==> config.mk <==
export PLATFORM = sky130hd
export DESIGN_NAME = regset_wb_ctrl
export DESIGN_NICKNAME = d
export VERILOG_FILES = /design/src/rtl/regset_wb_ctrl.sv
export SDC_FILE = /design/constraint.sdc
export NUM_CORES = 1
export LEC_CHECK = 0
export CAP_MARGIN = 20
export CORE_MARGIN = 8
export CORE_UTILIZATION = 30
export CTS_BUF_LIST = sky130_fd_sc_hd__clkbuf_16
export DETAILED_ROUTE_END_ITERATION = 7
export GPL_TIMING_DRIVEN = 0
export SYNTH_ARGS = -nofsm -noshare
export SYNTH_HDL_FRONTEND = slang
export SYNTH_SLANG_ARGS = --single-unit
export TNS_END_PERCENT = 10
==> constraint.sdc <==
create_clock -name CLK -period 5.71 [get_ports CLK]
set_clock_uncertainty 0.1 [all_clocks]
set_input_delay 1.142 -clock CLK [delete_from_list [all_inputs] [get_ports CLK]]
set_output_delay 1.142 -clock CLK [all_outputs]
set_load 0.01 [all_outputs]
==> src/rtl/regset_wb_ctrl.sv <==
// Write-back controller: round-robin arbitration of the register-set write port
// between execute (req0) and load (req1), plus a busy scoreboard for decode stalls.
module regset_wb_ctrl #(
  parameter int XLEN = 32
) (
  input  logic            CLK,
  input  logic            RES,
  input  logic            req0_valid,
  input  logic [4:0]      req0_rd,
  input  logic [XLEN-1:0] req0_data,
  output logic            req0_ready,
  input  logic            req1_valid,
  input  logic [4:0]      req1_rd,
  input  logic [XLEN-1:0] req1_data,
  output logic            req1_ready,
  input  logic            res_valid,
  input  logic [4:0]      res_rd,
  input  logic [4:0]      chk_a0,
  input  logic [4:0]      chk_a1,
  output logic            busy_q0,
  output logic            busy_q1,
  output logic [5:0]      busy_cnt,
  output logic [XLEN-1:0] D,
  output logic [4:0]      A_D,
  output logic            write_enable
);

  logic            last;
  logic            xfer;
  logic [4:0]      win_rd;
  logic [XLEN-1:0] win_data;
  logic [31:1]     busy;
  logic [31:1]     set_vec;
  logic [31:1]     clr_vec;
  logic [31:1]     busy_nxt;
  logic [5:0]      cnt_nxt;
  logic [31:0]     busy_full;

  // On a tie the requester that did not win last time is granted.
  always_comb begin
    req0_ready = 1'b0;
    req1_ready = 1'b0;
    if (!RES) begin
      req0_ready = req0_valid & (~req1_valid | last);
      req1_ready = req1_valid & (~req0_valid | ~last);
    end
    xfer     = req0_ready | req1_ready;
    win_rd   = req1_ready ? req1_rd   : req0_rd;
    win_data = req1_ready ? req1_data : req0_data;
  end

  // Set beats clear on the same index: a newer producer is already in flight.
  always_comb begin
    set_vec = '0;
    clr_vec = '0;
    for (int i = 1; i < 32; i++) begin
      if (res_valid && res_rd == 5'(i))
        set_vec[i] = 1'b1;
      if (write_enable && A_D == 5'(i))
        clr_vec[i] = 1'b1;
    end
    busy_nxt = (busy & ~clr_vec) | set_vec;
    cnt_nxt  = '0;
    for (int i = 1; i < 32; i++)
      cnt_nxt = cnt_nxt + 6'(busy_nxt[i]);
  end

  assign busy_full = {busy, 1'b0};
  assign busy_q0   = ~RES & busy_full[chk_a0];
  assign busy_q1   = ~RES & busy_full[chk_a1];

  always_ff @(posedge CLK) begin
    if (RES) begin
      last         <= 1'b1;
      D            <= '0;
      A_D          <= '0;
      write_enable <= 1'b0;
      busy         <= '0;
      busy_cnt     <= '0;
    end else begin
      if (req0_ready)
        last <= 1'b0;
      else if (req1_ready)
        last <= 1'b1;
      // rd = 0 transfers still load D/A_D but never strobe the register set.
      if (xfer) begin
        D   <= win_data;
        A_D <= win_rd;
      end
      write_enable <= xfer && (win_rd != 5'd0);
      busy         <= busy_nxt;
      busy_cnt     <= cnt_nxt;
    end
  end

endmodule

==> results by group <==
Worst setup path
  – Crit Path Max Fanout: 9
  – R2R Path Start: A_D[0]$_SDFFE_PP0P_
  – Crit. Startpoint: res_rd[0]
  – Data arrival, critical path: 6.17 ns
  – CP Launch Type: primary input
  – Crit Path Category: primary input to flop
  – Critical path required time: 5.88 ns
  – CP endpoint kind: flop

Timing
  – Fmax: 0.167 GHz
  – Tcrit/Tclk final: 105%
  – PnR worst setup slack: -0.293 ns
  – Worst slew margin: 59.2%
  – Final TNS setup: -0.720 ns
  – Final setup violation count: 5
  – Hold Slack: 0.413 ns
  – Hold Violations, Final: 0
  – Period minus WS final: 6.00 ns
  – RSZ-0062 raised after global routing: yes
  – Slew @ Worst Pin: 0.612 ns
  – Slew Viols, Final: 0

Power
  – Switch share: 27.2%
  – VDD IR max: 0.130 mV
  – Sw power: 430 µW
  – Clock power share: 39.1%
  – Seq pwr share: 37.6%
  – Combinational power share: 23.3%
  – Leak: 0.00285 µW
  – Internal: 1150 µW
  – Overall Power: 1580 µW
  – Pwr Density: 230 nW/µm²

Routing
  – Routed WL: 15900 µm
  – Drc violations: 0
  – Antenna-violating nets left: 0
  – DR pass1 iterations: 4
  – Mean number of vias per cell: 4.92
  – Iter 0 DRT Violations: 214
  – Drt wl/cell: 18.1 µm
  – Routed via count: 4329

Global route
  – Vias in the first global route: 4645
  – Gr ovfl total: 0
  – Largest net degree at the start of global routing: 14
  – First-pass GRT wire length: 25000 µm
  – M1 GR Usage: 18.0%
  – M3 GR Usage: 6.35%
  – GRT Util Overall: 16.3%
  – Initial antenna violation count: 1
  – M2 GR Usage: 27.2%
  – GRT busiest layer: met2

Place
  – Gp weighted congestion: 0.862
  – Placed Cells incl. Taps: 852
  – Port bufs: 135
  – HPWL after DPL: 12600 µm

CTS
  – CTS sink cnt: 76
  – Clk pin slew, worst setup/hold paths: 0.06 ns
  – Clock Path Buffers: 2
  – CTS Hold Bufs: 0
  – Clock insertion delay at the later pin of the skew report: 0.35 ns
  – CTS tree: yes
  – H-tree levels: 3
  – Root Driver: clkbuf_16
  – Number of CTS-inserted buffers: 9

Synthesis
  – Count leader, synth: dfxtp_1
  – Synth Flop Type: dfxtp_1
  – Number of synthesized register bits: 76
  – Number of enable flip-flop cells after synthesis: 0
  – Top cells by area, synth: dfxtp_1 32%, fa_1 9.8%, mux2i_1 8.1%, nor2b_1 6.7%, o21ai_0 5.7%
  – Sequential share of the synthesized area: 32.5%
  – Synth top cells by count: 76 x dfxtp_1, 66 x nand2_1, 53 x o21ai_0, 50 x nor2b_1, 38 x mux2i_1
  – Top cell type's share of synthesized area: 32.5%
  – Fraction of registers with async set/reset: 0%
  – Mapped Cells: 506
  – YS warnings: 0
  – Cell variety after synth: 47
  – Mapped Area: 4680 µm²
  – Mapped Avg Cell Area: 9.26 µm²
  – Dominant cell type by area after synthesis: dfxtp_1
  – Syn Nets: 630

Floorplan
  – # rows: 45
  – Initial core utilization: 30.7%
  – Area of the die: 19900 µm²
  – Die height: 141 µm
  – Io pins: 142
  – Die width: 141 µm
  – Core Box Area: 15300 µm²

Cells and area
  – Final net count: 788
  – Area Overhead vs Synth: 47.0%
  – Share of cells above drive strength 1: 14.6%
  – Antenna Cells: 0
  – Non-Filler Instances: 880
  – Fin util: 45.1%

Status
  – Failing checks: setup timing
  – Status: finished with violations

Min path
  – Hold Crit Class: flop to flop
  – Hold path start: last$_SDFFE_PP1P_

Run
  – MaxCap Viol Count: 0
[final timing paths]
| path | slack [ns] | to | cells after the start |
|---|---|---|---|
| setup / recovery | -0.29 | busy_cnt[4]$_SDFF_PP0_ | 17 |
| hold reg to reg | 0.41 | last$_SDFFE_PP1P_ | 2 |
| setup reg to reg | -0.14 | busy_cnt[4]$_SDFF_PP0_ | 16 |
| hold / removal | 0.41 | last$_SDFFE_PP1P_ | 2 |
[cells in the final DEF, fill, tap and decap left out, types with 10 or more instances in the layout]
| cell type | instances |
|---|---|
| mux4_2 | 10 |
| mux2i_1 | 38 |
| nor2b_1 | 47 |
| inv_1 | 26 |
| dfxtp_1 | 76 |
| fa_1 | 20 |
| and2_1 | 14 |
| clkbuf_1 | 10 |
| nand2_1 | 66 |
| buf_4 | 16 |
| o21ai_0 | 49 |
| clkdlybuf4s50_1 | 129 |
| nor2_1 | 24 |
[routing by layer]
metal	routed length, µm	share of wire [%]
met1	6430	40
met2	7550	47
met3	1540	9.7
met4	376	2.4
met5	0	0
[logic make-up after synthesis]
| family | synth area share, % |
|---|---|
| buf+inv | 5.24 |
| compound gates | 12.8 |
| mux | 16.4 |
| simple gates | 21.4 |
| flops | 32.5 |
| fa+ha+maj | 11.7 |
[critical path: stages]
cell and delay (ns):
buf_12 0.11, or2_4 0.27, nor2_4 0.15, a32o_2 0.20, fa_1 0.45, inv_2 0.08
fa_1 0.44, fa_1 0.50, fa_1 0.53, fa_1 0.46, fa_1 0.53, fa_2 0.41
fa_2 0.42, nor2b_4 0.13, o21ai_2 0.06, nor3b_1 0.14, nor3_1 0.14
[state kept, by name (all words and copies together), names as in the netlist]
| signal | count |
|---|---|
| last | 1 |
| busy | 31 |
| busy_cnt | 6 |
| D | 32 |
| A_D | 5 |
| write_enable | 1 |
[power groups by stage]
stage	combinational (µW)	sequential, µW	clock, µW
after detailed placement	358	606	0
after floorplan	153	618	0
after CTS	368	596	637
after global routing	404	601	656
after global placement	357	603	0
final	369	596	620
[final cells by class]
| cell class | instances | area, µm² |
|---|---|---|
| fill | 1529 | 8370 |
| tap | 211 | 264 |
| buffer | 27 | 140 |
| sequential | 76 | 1520 |
| multi-input combinational | 375 | 3070 |
| timing repair buffer | 147 | 1470 |
| clock buffer | 9 | 225 |
| inverter | 28 | 105 |
| clock inverter | 7 | 91.3 |
[timing repair]
item                                    in CTS  in global routing
resized for setup                           62                 20
endpoints found under the setup margin       6                  5
buffers inserted                             7                  6
pin swaps                                   16                 26
[through the flow]
step           instance area (µm²)  setup WS (ns)
6_report                      6880         -0.293
5_1_grt                       6880         -0.439
4_1_cts                       6780         -0.284
3_5_place_dp                  6320          -1.40
3_3_place_gp                  6320          -1.40
2_1_floorplan                 4710         -0.282
Power figures use the tool's default switching activity.
